**src/rtl/hamming_correct_ctrl.sv**
```systemverilog
// Sequential Hamming(7,4) single-error-correcting receive controller.
// Optional corrected-word counter enabled by defining HAM_ERRCNT_EN.
module hamming_correct_ctrl #(
  parameter int CNT_W = 8
) (
  input  logic             clk,
  input  logic             rst,
  input  logic             in_valid,
  output logic             in_ready,
  input  logic [1:7]       in_code,
  output logic             out_valid,
  input  logic             out_ready,
  output logic [3:0]       out_data,
  output logic             out_err,
  output logic [2:0]       out_syn,
  output logic [CNT_W-1:0] err_cnt
);

  typedef enum logic [1:0] {
    IDLE = 2'd0,
    SYND = 2'd1,
    FIX  = 2'd2,
    HOLD = 2'd3
  } state_t;

  state_t     state_r, state_nxt_s;
  logic [1:7] code_r;
  logic [2:0] syn_r;
  logic       in_ready_r, out_valid_r, out_err_r;
  logic [3:0] out_data_r;
  logic [2:0] out_syn_r;

  // Syndrome {s2,s1,s0}: the position of a single flipped bit, 0 if clean.
  function automatic logic [2:0] calc_syn(input logic [1:7] c);
    return {c[4] ^ c[5] ^ c[6] ^ c[7],
            c[2] ^ c[3] ^ c[6] ^ c[7],
            c[1] ^ c[3] ^ c[5] ^ c[7]};
  endfunction

  // Data bits after XOR with the one-hot error mask; parity positions need no output.
  function automatic logic [3:0] fix_data(input logic [1:7] c, input logic [2:0] syn);
    return {c[7] ^ (syn == 3'd7),
            c[6] ^ (syn == 3'd6),
            c[5] ^ (syn == 3'd5),
            c[3] ^ (syn == 3'd3)};
  endfunction

  // Next-state logic.
  always_comb begin
    state_nxt_s = state_r;
    case (state_r)
      IDLE: begin
        if (in_valid) state_nxt_s = SYND;
        else          state_nxt_s = IDLE;
      end
      SYND:    state_nxt_s = FIX;
      FIX:     state_nxt_s = HOLD;
      HOLD: begin
        if (out_ready) state_nxt_s = IDLE;
        else           state_nxt_s = HOLD;
      end
      default: state_nxt_s = IDLE;
    endcase
  end

  // State, datapath and registered handshake outputs.
  always_ff @(posedge clk) begin
    if (rst) begin
      state_r     <= IDLE;
      code_r      <= 7'd0;
      syn_r       <= 3'd0;
      in_ready_r  <= 1'b1;
      out_valid_r <= 1'b0;
      out_data_r  <= 4'd0;
      out_err_r   <= 1'b0;
      out_syn_r   <= 3'd0;
    end else begin
      state_r     <= state_nxt_s;
      in_ready_r  <= (state_nxt_s == IDLE);
      out_valid_r <= (state_nxt_s == HOLD);
      case (state_r)
        IDLE: begin
          if (in_valid) code_r <= in_code;
          else          code_r <= code_r;
        end
        SYND: syn_r <= calc_syn(code_r);
        FIX: begin
          out_data_r <= fix_data(code_r, syn_r);
          out_err_r  <= (syn_r != 3'd0);
          out_syn_r  <= syn_r;
        end
        default: begin
          code_r <= code_r;
          syn_r  <= syn_r;
        end
      endcase
    end
  end

`ifdef HAM_ERRCNT_EN
  logic [CNT_W-1:0] err_cnt_r;

  // Saturating count of corrected words.
  always_ff @(posedge clk) begin
    if (rst) begin
      err_cnt_r <= {CNT_W{1'b0}};
    end else if ((state_r == FIX) && (syn_r != 3'd0) && (err_cnt_r != {CNT_W{1'b1}})) begin
      err_cnt_r <= err_cnt_r + CNT_W'(1);
    end else begin
      err_cnt_r <= err_cnt_r;
    end
  end

  assign err_cnt = err_cnt_r;
`else
  assign err_cnt = {CNT_W{1'b0}};
`endif

  assign in_ready  = in_ready_r;
  assign out_valid = out_valid_r;
  assign out_data  = out_data_r;
  assign out_err   = out_err_r;
  assign out_syn   = out_syn_r;

endmodule

```
**config.mk**
```make
export PLATFORM = sky130hd
export DESIGN_NAME = hamming_correct_ctrl
export DESIGN_NICKNAME = d
export VERILOG_FILES = /design/src/rtl/hamming_correct_ctrl.sv
export SDC_FILE = /design/constraint.sdc
export NUM_CORES = 1
export LEC_CHECK = 0
export ABC_AREA = 1
export CAP_MARGIN = 30
export CORE_MARGIN = 3
export CORE_UTILIZATION = 47
export DETAILED_ROUTE_END_ITERATION = 10
export PLACE_DENSITY = 0.75
export SLEW_MARGIN = 5
export SYNTH_ARGS = -nofsm -noshare
export SYNTH_HDL_FRONTEND = slang
export SYNTH_SLANG_ARGS = --single-unit
export TNS_END_PERCENT = 1
```
**constraint.sdc**
```tcl
create_clock -name clk -period 1.35 [get_ports clk]
set_input_delay 0.135 -clock clk [delete_from_list [all_inputs] [get_ports clk]]
set_output_delay 0.135 -clock clk [all_outputs]
set_load 0.01 [all_outputs]
```
==> qor.yml <==
run_status:
  status: "finished clean"
worst_hold_path:
  min_path_cells: 3
  hp-start: "in_code[3]"
  hold_path.class: "primary input to register"
drt:
  met1_length_um: 1017
  ant_nets: 0
  vias_per_cell: 5.025
  wl_met3_um: 130
  routed_wl_um: 2331
  dr.pass1.iters: 4
  vias: 1020
  met2_length_um: 1162
  top_layer: "met4"
  drt_iter0_drc: 32
  routedWlPerCell_um: 11.48
  drc: 0
clock_network:
  clk_pin_slew_ns: 0.12
  cts_tree: "yes"
  clock_path_buffers: 2
  clock_latency_ns: 0.31
  cts_setup_buffers: 0
  htree_levels: 1
  clock-sinks: 22
  cts_buffers: 3
  root_buffer: "clkbuf_4"
timing:
  max_freq_ghz: 0.8578
  grt_setup_unrepaired: "no"
  hold_violations: 0
  fin_setup_tns_ns: 0
  clock_skew_ns: 0.003188
  whs_ns: 0.4506
  drv_slew: 0
  setup_viol: 0
  finalCritPeriodShare_pct: 86.36
  period_minus_slack_ns: 1.166
placed_design:
  numPortBuffers: 20
  dpl.hpwl_um: 1668
  dpl.cell_count: 199
  gp_congestion: 0.8090
floorplanning:
  die_w_um: 54.02
  rows: 16
  core_area_um2: 2062
  fp.dieArea_um2: 2918
  die_y_um: 54.02
  start_util_pct: 52.55
  num_io_pins: 29
global_routing:
  gr-total-overflow: 0
  grt_antenna_before_repair: 0
  grt_first_pass_wirelength_um: 3753
  grt_pass1_vias: 919
  grt_max_degree: 16
  grt_usage_pct: 17.30
final_layout:
  fillers: 188
  n_antenna_cell: 0
  drive_gt1_share_pct: 6.818
  final_cells: 203
  final_nets: 188
  area_growth_pct: 21.94
flow_run:
  maxCapViolations: 0
logic_synthesis:
  ys_seq_area_share_pct: 40.65
  ys.warnings.count: 0
  syn_avg_cell_area_um2: 6.991
  ys_types: 19
  syn_inst: 155
  syn-cell-area_um2: 1084
  synth-seq-cells: 22
setup_path:
  rr_worst_depth: 4
  crit_arrival_ns: 1.36
  startpoint_type: "register"
  cp-startpoint: "state_r[0]"
  end_kind: "register"
  crit_fanout: 15
  required_ns: 1.55
  rr_startpoint: "state_r[0]"
  path_class: "register to register"
pwr:
  vdd_drop_max_mv: 0.9107
  power_leakage_nw: 0.7419
  p_per_area_nw_per_um2: 1384
[path summary, 6_finish.rpt]
path	endpoint	slack (ns)
hold reg to reg	code_r[1]	0.50
setup reg to reg	code_r[6]	0.18
hold / removal	code_r[3]	0.45
setup / recovery	code_r[6]	0.18
[metal layers]
metal	GRT usage (%)	up-vias
met5	0	-
met3	3.878	4
met1	19.87	466
li1	-	516
met2	31.05	34
met4	6.224	0
[repair_timing]
item,4_1_cts,5_1_grt
gates resized for setup,0,10
setup endpoints to repair,0,10
hold buffers,0,0
[cells in the final DEF (no fill, tap or decap)]
cell type | netlist | final
nand2_1 | 37 | 37
dfxtp_1 | 22 | 22
inv_1 | 19 | 19
a21oi_1 | 19 | 19
nor2_1 | 16 | 16
clkdlybuf4s50_1 | 0 | 10
dlymetal6s2s_1 | 0 | 10
o21ai_0 | 9 | 9
conb_1 | 1 | 8
nand3_1 | 6 | 6
o21ai_1 | 5 | 5
clkbuf_4 | 0 | 3
nor2_4 | 2 | 2
nand4_1 | 2 | 2
buf_4 | 8 | 2
inv_2 | 1 | 1
nand3_2 | 1 | 1
a21oi_2 | 1 | 1
nor3_1 | 1 | 1
a211oi_2 | 1 | 1
clkbuf_8 | 0 | 1
[layout make-up]
| cell class | instances | area [um^2] | area share (%) |
|---|---|---|---|
| flip-flops and latches | 22 | 440.4 | 33.33 |
| inverters | 20 | 75.07 | 5.682 |
| well taps | 27 | 33.78 | 2.557 |
| clock buffers | 4 | 36.28 | 2.746 |
| multi-input cells | 108 | 495.5 | 37.50 |
| repair buffers | 22 | 240.2 | 18.18 |
[stage by stage]
step                      power, mW  cell area [um^2]  setup WS, ns  utilization [%]
after floorplan               1.290              1110        0.3503                -
after global placement        1.463              1260        0.1126            61.10
after global routing          1.955              1321       0.07062            64.08
after detailed placement      1.481              1260       0.06294            61.10
after CTS                     1.849              1296      0.008496            62.86
final                         1.828              1321        0.1842            64.08
[cell families (layout without fill, tap and decap cells)]
family                 Yosys count  in the layout  share of synthesized area (%)
and+or+nand+nor                 65             65                          25.75
AOI/OAI and AO/OA               35             35                          17.20
DFF                             22             22                          40.65
buffers and inverters           32             46                          16.05
other                            1              8                         0.3461
[worst max-delay path, cell delays in order (launching register included)]
cell and delay [ns]:
dfxtp_1 0.36, inv_1 0.14, nand3_2 0.25, o21ai_0 0.24, a21oi_1 0.07
[synthesized netlist by cell type, drive strengths merged]
master | instances | area [um^2]
nand2 | 37 | 138.9
dfxtp | 22 | 440.4
a21oi | 20 | 103.9
inv | 20 | 75.07
nor2 | 18 | 82.58
o21ai | 14 | 70.06
buf | 12 | 98.84
nand3 | 7 | 40.04
nand4 | 2 | 12.51
a211oi | 1 | 12.51
conb | 1 | 3.750
nor3 | 1 | 5.000
[flip-flops by register name (all words and copies together) (netlist names)]
name and count:
code_r 7, in_ready 1, out_data 4, out_err 1, out_syn 3, out_valid 1, state_r 2, syn_r 3
[where the power goes]
group          leakage, nW  total (mW)  internal [mW]  switching [mW]
Sequential           0.181       0.868          0.766           0.102
Combinational        0.540       0.595          0.250           0.345
Clock               0.0210       0.365          0.165           0.200
No activity file was read; power rests on OpenSTA's default activity.
==> RTL change (same settings) <==
The 4 states of `state_t` get a one-hot encoding in 4 bits.
--- a/src/rtl/hamming_correct_ctrl.sv
+++ b/src/rtl/hamming_correct_ctrl.sv
@@ -17,9 +17,9 @@
 );
 
-  typedef enum logic [1:0] {
-    IDLE = 2'd0,
-    SYND = 2'd1,
-    FIX  = 2'd2,
-    HOLD = 2'd3
+  typedef enum logic [3:0] {
+    IDLE = 4'b0001,
+    SYND = 4'b0010,
+    FIX  = 4'b0100,
+    HOLD = 4'b1000
   } state_t;
 
Formal check against the unedited RTL: no difference found for any inputs over 10 cycles, from zero or initial values and one cycle with rst high; not proved beyond that.
==> RTL change against the original RTL <==
Area after synthesis increased by 12%; sequential share of layout area down 0.29 points; setup slack worse by 0.13 ns; cell area is 10% higher; maximum frequency down 10%; worst hold slack got worse by 0.056 ns; wire length down 6.3%; sequential cell count increased by 2; largest cell class unchanged.
Power is not compared: it rests on default switching activity, and its combinational part moved more than twofold at a synthesized area within 25%.
==> RTL change: results (changes against the original RTL) <==
[synthesis]
synth_area_per_cell_sq_um = 6.37  ; -8.9%
ys_top_cells_by_count = nand2_1 (71), nor2_1 (42), dfxtp_1 (24), inv_1 (17)
synth-warning-count = 0  ; unchanged
synthTopCellsByArea = dfxtp_1 (40%), nand2_1 (22%), nor2_1 (13%)
ys_types = 15  ; -4
synthFlopType = dfxtp_1
postSynth.asyncResetShare_pct = 0  ; unchanged
synth_seq_area_share_pct = 39.5  ; -1.1 points

[setup_path]
path_delay_family = buffers and inverters
crit_arrival_ns = 1.16  ; -0.20 ns
slowest_delay_ns = 0.53  ; +0.17 ns
slowest_stage = clkdlybuf4s50_1
r2r_slack_ns = 0.17
cp_max_fo = 1  ; -14

[pwr]
p_leak_nw = 0.895
intPower_mw = 1.00
peakVddDrop_uv = 640

[final_layout]
fin_cells = 240  ; +18%
drive_above_1_share_pct = 5.66  ; -1.2 points
num-nets-final = 224  ; +19%
antenna_cells = 0  ; unchanged
largest_reg_flops = 7  ; unchanged
largest_register = code_r
fillers = 229  ; +22%

[clocking]
cts_setup_buffers = 0  ; unchanged
cts_max_level = 1  ; unchanged
path_clk_slew_ns = 0.13
cts_root_buf = clkbuf_4
cts_buffer_depth = 2  ; unchanged
cts_buffers = 3  ; unchanged
clock_latency_ns = 0.30

[placed_design]
place_congestion = 0.827  ; +2.2%
post-dp-hpwl_microns = 1690  ; +1.0%
port_buffers = 20  ; unchanged

[detailed_routing]
wire_per_inst_microns = 9.10  ; -21%
first_iter_violations = 18  ; -44%
first_pass_iters = 4  ; unchanged
vias_per_cell = 4.65  ; -7.5%

[sta]
whs_ns = 0.395  ; -0.0555 ns
skew_ns = 0.00239  ; -0.000796 ns

[grt]
antenna_found_initial = 0  ; unchanged
grt_pass1_wl_microns = 3930  ; +4.8%
grt_usage_pct = 14.8  ; -2.5 points
grt_pass1_vias = 1044  ; +14%
grt_start_max_net_pins = 21  ; +5

[worst_hold_path]
hold_class = input port to flip-flop

[outcome]
outcome = complete, no violations

-- RTL change: layer usage --
metal  GRT usage, %  share of wire [%]  routed length, microns  up-vias
li1               -                  -                       -      595
met1           17.7                 46                    1010      495
met2           26.9                 48                    1040       24
met3           2.07                5.6                     122        2
met4           4.30               0.41                       9        0
met5              0                  0                       0        -
-- RTL change: cells by family (layout without fill, tap and decap cells) --
group | count (synthesis) | in the layout | synth area share, %
and+or+nand+nor | 125 | 125 | 41.3
DFF | 24 | 24 | 39.5
AOI/OAI and AO/OA | 11 | 11 | 4.53
buffers and inverters | 30 | 44 | 14.4
other | 1 | 8 | 0.308
-- RTL change: power groups by stage --
stage	Combinational (mW)	Clock (mW)	Sequential, mW
finish	0.236	0.370	0.772
global route	0.276	0.412	0.778
CTS	0.237	0.385	0.772
detailed placement	0.236	0	0.788
global placement	0.230	0	0.786
floorplan	0.193	0	0.781
-- RTL change: through the flow --
stage	utilization, %	cell area [sq um]	setup slack [ns]
floorplan	-	1240	0.324
global placement	59.7	1400	0.179
detailed placement	59.7	1400	0.141
CTS	61.3	1430	0.000745
global route	62.1	1450	0.0132
finish	62.1	1450	0.0522
-- RTL change: worst paths after layout --
| path | startpoint | end | cells past startpoint |
|---|---|---|---|
| worst max-delay path | in_ready$_SDFF_PP1_ | in_ready | 1 |
| worst max register to register | state_r[2]$_SDFF_PP0_ | in_ready$_SDFF_PP1_ | 6 |
| worst min-delay path | in_code[5] | code_r[5]$_SDFFE_PP0P_ | 3 |
| worst min register to register | out_syn[2]$_SDFFE_PP0N_ | out_syn[2]$_SDFFE_PP0N_ | 2 |
-- RTL change: what timing repair did --
item / in CTS / in global routing
gates resized for setup: 0 / 8
hold endpoints to repair: 0 / 0
endpoints found under the setup margin: 0 / 8
-- RTL change: area by class of cell --
type,instances,share of cell area (%)
Inverter,18,4.65
Multi-Input combinational cell,144,40.4
Timing Repair Buffer,22,17.0
Sequential cell,24,33.0
Tap cell,28,2.41
Clock buffer,4,2.50
